===== config.mk =====
export PLATFORM = sky130hd
export DESIGN_NAME = fifo_flush_unpacker
export DESIGN_NICKNAME = d
export VERILOG_FILES = /design/src/rtl/fifo_flush_pkg.sv /design/src/rtl/fifo_flush_unpacker_nib_shift_out.sv /design/src/rtl/fifo_flush_unpacker.sv
export SDC_FILE = /design/constraint.sdc
export NUM_CORES = 1
export LEC_CHECK = 0
export CAP_MARGIN = 20
export CORE_MARGIN = 8
export CORE_UTILIZATION = 53
export DETAILED_ROUTE_END_ITERATION = 8
export PLACE_DENSITY = 0.88
export SYNTH_ARGS = -nofsm -noshare
export SYNTH_HDL_FRONTEND = slang
export SYNTH_HIERARCHICAL = 1
export SYNTH_SLANG_ARGS = --single-unit

===== constraint.sdc =====
create_clock -name clk -period 8.2 [get_ports clk]
set_clock_uncertainty 0.1 [all_clocks]
set_input_delay 1.64 -clock clk [delete_from_list [all_inputs] [get_ports clk]]
set_output_delay 1.64 -clock clk [all_outputs]
set_load 0.01 [all_outputs]

===== src/rtl/fifo_flush_pkg.sv =====
// Shared types and constants for the fifo_flush consumer side.
package fifo_flush_pkg;

  localparam int unsigned NIBBLES = 8;
  localparam int unsigned NIB_W   = 4;
  localparam int unsigned WORD_W  = NIB_W * NIBBLES;
  localparam int unsigned CNT_W   = $clog2(NIBBLES + 1);
  localparam logic [NIB_W-1:0] PAD_NIBBLE = 4'hC;

  typedef enum logic [1:0] {
    IDLE = 2'd0,
    REQ  = 2'd1,
    EMIT = 2'd2
  } state_t;

  // Nibbles left after stripping the run of pad nibbles that starts at the MSB end.
  function automatic logic [CNT_W-1:0] valid_nibbles(input logic [WORD_W-1:0] word);
    logic             in_pad;
    logic [CNT_W-1:0] n;
    in_pad = 1'b1;
    n      = CNT_W'(NIBBLES);
    for (int i = NIBBLES - 1; i >= 0; i--) begin
      if (in_pad && (word[i*NIB_W +: NIB_W] == PAD_NIBBLE)) begin
        n = n - CNT_W'(1);
      end else begin
        in_pad = 1'b0;
      end
    end
    return n;
  endfunction

endpackage


===== src/rtl/fifo_flush_unpacker_nib_shift_out.sv =====
// Loadable nibble shift register that streams its valid nibbles over a valid/ready port.
module nib_shift_out
  import fifo_flush_pkg::*;
(
  input  logic              clk,
  input  logic              reset,
  input  logic              load,
  input  logic [WORD_W-1:0] load_word,
  input  logic [CNT_W-1:0]  load_count,
  input  logic              ready,
  output logic              valid,
  output logic [NIB_W-1:0]  data,
  output logic              last
);

  logic [WORD_W-1:0] word;
  logic [CNT_W-1:0]  remaining;

  // Present nibble stays on data until accepted; next nibble appears on the accept edge.
  always_ff @(posedge clk) begin
    if (reset) begin
      word      <= '0;
      remaining <= '0;
      valid     <= 1'b0;
      data      <= '0;
      last      <= 1'b0;
    end else if (load) begin
      word      <= load_word;
      remaining <= load_count;
      valid     <= (load_count != '0);
      data      <= load_word[NIB_W-1:0];
      last      <= (load_count == CNT_W'(1));
    end else if (valid && ready) begin
      if (last) begin
        valid     <= 1'b0;
        last      <= 1'b0;
        remaining <= '0;
      end else begin
        word      <= word >> NIB_W;
        remaining <= remaining - CNT_W'(1);
        data      <= word[2*NIB_W-1:NIB_W];
        last      <= (remaining == CNT_W'(2));
      end
    end
  end

endmodule


===== src/rtl/fifo_flush_unpacker.sv =====
// Requests flush words from fifo_flush, strips trailing pad and streams nibbles oldest first.
module fifo_flush_unpacker
  import fifo_flush_pkg::*;
#(
  parameter int unsigned CAPTURE_LAT = 3
) (
  input  logic              clk,
  input  logic              reset,
  input  logic              enable_i,
  input  logic              fifo_empty_i,
  output logic              fifo_flush_o,
  input  logic [WORD_W-1:0] fifo_rd_data_i,
  output logic              nib_valid_o,
  output logic [NIB_W-1:0]  nib_data_o,
  output logic              nib_last_o,
  input  logic              nib_ready_i,
  output logic              busy_o,
  output logic [15:0]       word_cnt_o
);

  localparam int unsigned LAT_W = $clog2(CAPTURE_LAT + 1);

  state_t             state, state_next;
  logic [LAT_W-1:0]   lat_cnt, lat_next;
  logic               flush_next;
  logic [15:0]        word_cnt_next;
  logic               load;
  logic [CNT_W-1:0]   n_valid;

  assign n_valid = valid_nibbles(fifo_rd_data_i);

  always_ff @(posedge clk) begin
    if (reset) begin
      state        <= IDLE;
      lat_cnt      <= '0;
      fifo_flush_o <= 1'b0;
      busy_o       <= 1'b0;
      word_cnt_o   <= '0;
    end else begin
      state        <= state_next;
      lat_cnt      <= lat_next;
      fifo_flush_o <= flush_next;
      busy_o       <= (state_next != IDLE);
      word_cnt_o   <= word_cnt_next;
    end
  end

  // lat_cnt counts edges since flush rose; the word is sampled on edge CAPTURE_LAT.
  always_comb begin
    state_next    = state;
    lat_next      = lat_cnt;
    flush_next    = fifo_flush_o;
    word_cnt_next = word_cnt_o;
    load          = 1'b0;
    unique case (state)
      IDLE: begin
        if (enable_i && !fifo_empty_i) begin
          flush_next = 1'b1;
          lat_next   = '0;
          state_next = REQ;
        end
      end
      REQ: begin
        if (lat_cnt == LAT_W'(CAPTURE_LAT - 1)) begin
          flush_next = 1'b0;
          if (n_valid == '0) begin
            state_next = IDLE;
          end else begin
            load          = 1'b1;
            word_cnt_next = word_cnt_o + 16'd1;
            state_next    = EMIT;
          end
        end else begin
          lat_next = lat_cnt + LAT_W'(1);
        end
      end
      EMIT: begin
        if (nib_valid_o && nib_ready_i && nib_last_o) begin
          state_next = IDLE;
        end
      end
      default: begin
        state_next = IDLE;
        flush_next = 1'b0;
      end
    endcase
  end

  nib_shift_out u_shift (
    .clk        (clk),
    .reset      (reset),
    .load       (load),
    .load_word  (fifo_rd_data_i),
    .load_count (n_valid),
    .ready      (nib_ready_i),
    .valid      (nib_valid_o),
    .data       (nib_data_o),
    .last       (nib_last_o)
  );

endmodule


==> impl_results.md <==
- Post-layout util: 65.9%
- GRT overflow: 0
- Min Hold Slack: 371 ps
- FMAX: 149 MHz
- Final Total Pwr: 0.578 mW
- CP Data Required Time: 8350 ps
- P&R area growth vs syn: 22.6%
- Placement Setup Slack: 1150 ps
- Max-cap violations: 0
- Vias in the first global route: 2921
- First-pass GRT wire length: 14.0 mm
- H-tree Lvls: 3
- Final cell count without fillers: 509
- Avg Inst Size Synth: 8.76 um^2
- Ys flop type: dfxtp_1
- HPWL Detailed: 5.95 mm
- Sink Count: 60
- Final worst-path cycle share: 82.1%
- Vias per cell: 5.97
- Final Hold Fails: 0
- Unique masters post-synth: 49
- Worst rel slew slack: 47.4%
- Commonest non-fill, non-tap cell in the layout: dfxtp_1
- Nets: 472
- CP Capture Type: flop
- Clk_lat worst skew: 340 ps
- Synth async-reset ratio: 0%
- Post-synth net total: 426
- Worst Tran Pin Value: 786 ps
- Power Density: 141 nW/um^2
- Final Slew Violations: 0
- Vias: 3037
- Total GRT Usage: 19.7%
- Min Tclk post-route: 6730 ps
- Drt wl/cell: 16.2 um
- Worst Path Arrival: 6880 ps
- Cts hold-fix bufs: 0
- Worst vdd rail ir drop: 0.0968 mV
- RD Place Congestion: 0.907
- PortBufs: 60
- Most frequent cells in the layout: dfxtp_1, clkdlybuf4s50_1, nor2_1
- CTS root buf: clkbuf_8
- Seq cells post-synth: 60
- Total negative slack: 0 ps
- Rows: 29
- Placed cell areas: 3900 um^2
- Area of the multi-input gates: 1950 um^2
- Router iterations before antenna repair: 4
- Fraction of layout cells with a size suffix above 1: 7.87%
- RSZ-0062 raised after global routing: false
- DRC viols: 0
- Total CTS buffers: 9
- Post-route ant nets: 0
- Die ar.: 9090 um^2
- Cell leakage power: 1.58 nW
- Mapped cell area: 3340 um^2
- Setup bufs post-CTS: 0
- Startpoint Class: input pin
- Final worst slack: 1470 ps
- Die W: 95.4 um
- Core Region: 6200 um^2
- # fillers: 508
- CTS tree: done
- Post-CTS resize count: 0
- Outcome: finished, final reports clean
- Seq/Total Area, Yosys: 36.0%
- Die Ht: 95.4 um
- Crit-path max FO: 65
- Final setup fails: 0
- Initial antenna violation count: 0
- Critical path class: in2reg
- ANT cells: 0
- Dpl cells: 492
- IO Pins: 61
- DR iter-0 viols: 135
- Initial Util: 53.8%
- Clock buffer depth: 2
- Pin count of the biggest net entering global routing: 66
- Sequential Area: 1200 um^2
- YS warnings: 6
- Syn Inst Count: 381
- Worst min-delay path category: reg2reg
- Post-synth EDFFs: 0
- Clock transition at path regs: 60 ps
- Fin area: 4090 um^2
- Total routed wirelength: 8.27 mm
## Yosys cell counts (4+ instances only)
library cell / n / area, um^2
nand3_1: 15 / 75.1
clkbuf_1: 16 / 60.1
o31ai_1: 8 / 60.1
ha_1: 8 / 100
a211oi_1: 33 / 248
o21ai_0: 12 / 60.1
nand2_1: 22 / 82.6
or4_1: 9 / 67.6
or3_1: 8 / 50.1
nand3b_1: 4 / 30.0
inv_1: 10 / 37.5
dfxtp_1: 60 / 1200
buf_4: 8 / 60.1
nor3_1: 8 / 40.0
and3_1: 4 / 25.0
a21oi_1: 28 / 140
nor2_1: 40 / 150
a21o_1: 4 / 30.0
mux2i_1: 32 / 320
and4bb_2: 4 / 50.1
nand4bb_1: 6 / 67.6
## path summary, 6_finish.rpt
| path | endpoint | slack [ps] | depth (start not counted) | startpoint |
|---|---|---|---|---|
| setup / recovery | u_shift/word[20] | 1470 | 24 | fifo_rd_data_i[26] |
| hold reg to reg | u_shift/word[31] | 370 | 2 | u_shift/word[31] |
| setup reg to reg | u_shift/remaining[3] | 5390 | 8 | lat_cnt[0] |
| hold / removal | u_shift/word[31] | 370 | 2 | u_shift/word[31] |
## routing by layer
| metal | share of wire (%) | GRT usage, % | wire length, um |
|---|---|---|---|
| met1 | 44 | 23.4 | 3620 |
| met2 | 48 | 31.8 | 3960 |
| met3 | 5.8 | 4.80 | 476 |
| met4 | 2.6 | 10.9 | 212 |
| met5 | 0 | 0 | 0 |
## report_power, final
part	leakage, nW	switching, mW	internal [mW]
registers	0.484	0.00194	0.294
clock network	0.0889	0.117	0.116
logic	1.01	0.0217	0.0273
## logic make-up after synthesis
logic type	after synthesis	share of synthesized area, %
compound gates	98	20.1
xor+xnor	1	0.263
fa+ha+maj	8	3.00
buf+inv	39	5.62
flops	60	36.0
mux	36	11.2
simple gates	139	23.9
## flip-flops by register name, indices dropped and copies added, names as in the netlist
signal,count
u_shift/valid,1
state,2
busy_o,1
u_shift/last,1
u_shift/word,29
word_cnt_o,16
u_shift/data,3
u_shift/remaining,4
lat_cnt,2
fifo_flush_o,1
## cell type report
type,instances,area share (%)
multi-input combinational,282,47.6
sequential,60,29.4
timing repair buffer,64,15.6
clock buffer,11,3.46
tap,77,2.36
inverter,10,0.918
clock inverter,5,0.673
## worst max-delay path: stages
cell and delay, ps:
clkdlybuf4s50_1 490, and4bb_1 350, nand2_1 180, nand2_1 110
ha_1 240, nor2_1 100, o21ai_0 80, ha_1 350
nand2_1 70, a21oi_1 50, nand2b_1 170, ha_1 300
mux2_2 150, ha_1 130, inv_1 40, or3_1 360
a211oi_2 270, xnor2_1 150, a2111oi_4 390, nor2_1 250
inv_1 110, buf_4 510, nor2_1 110, a211oi_1 260
(Power assumes the default switching activity.)
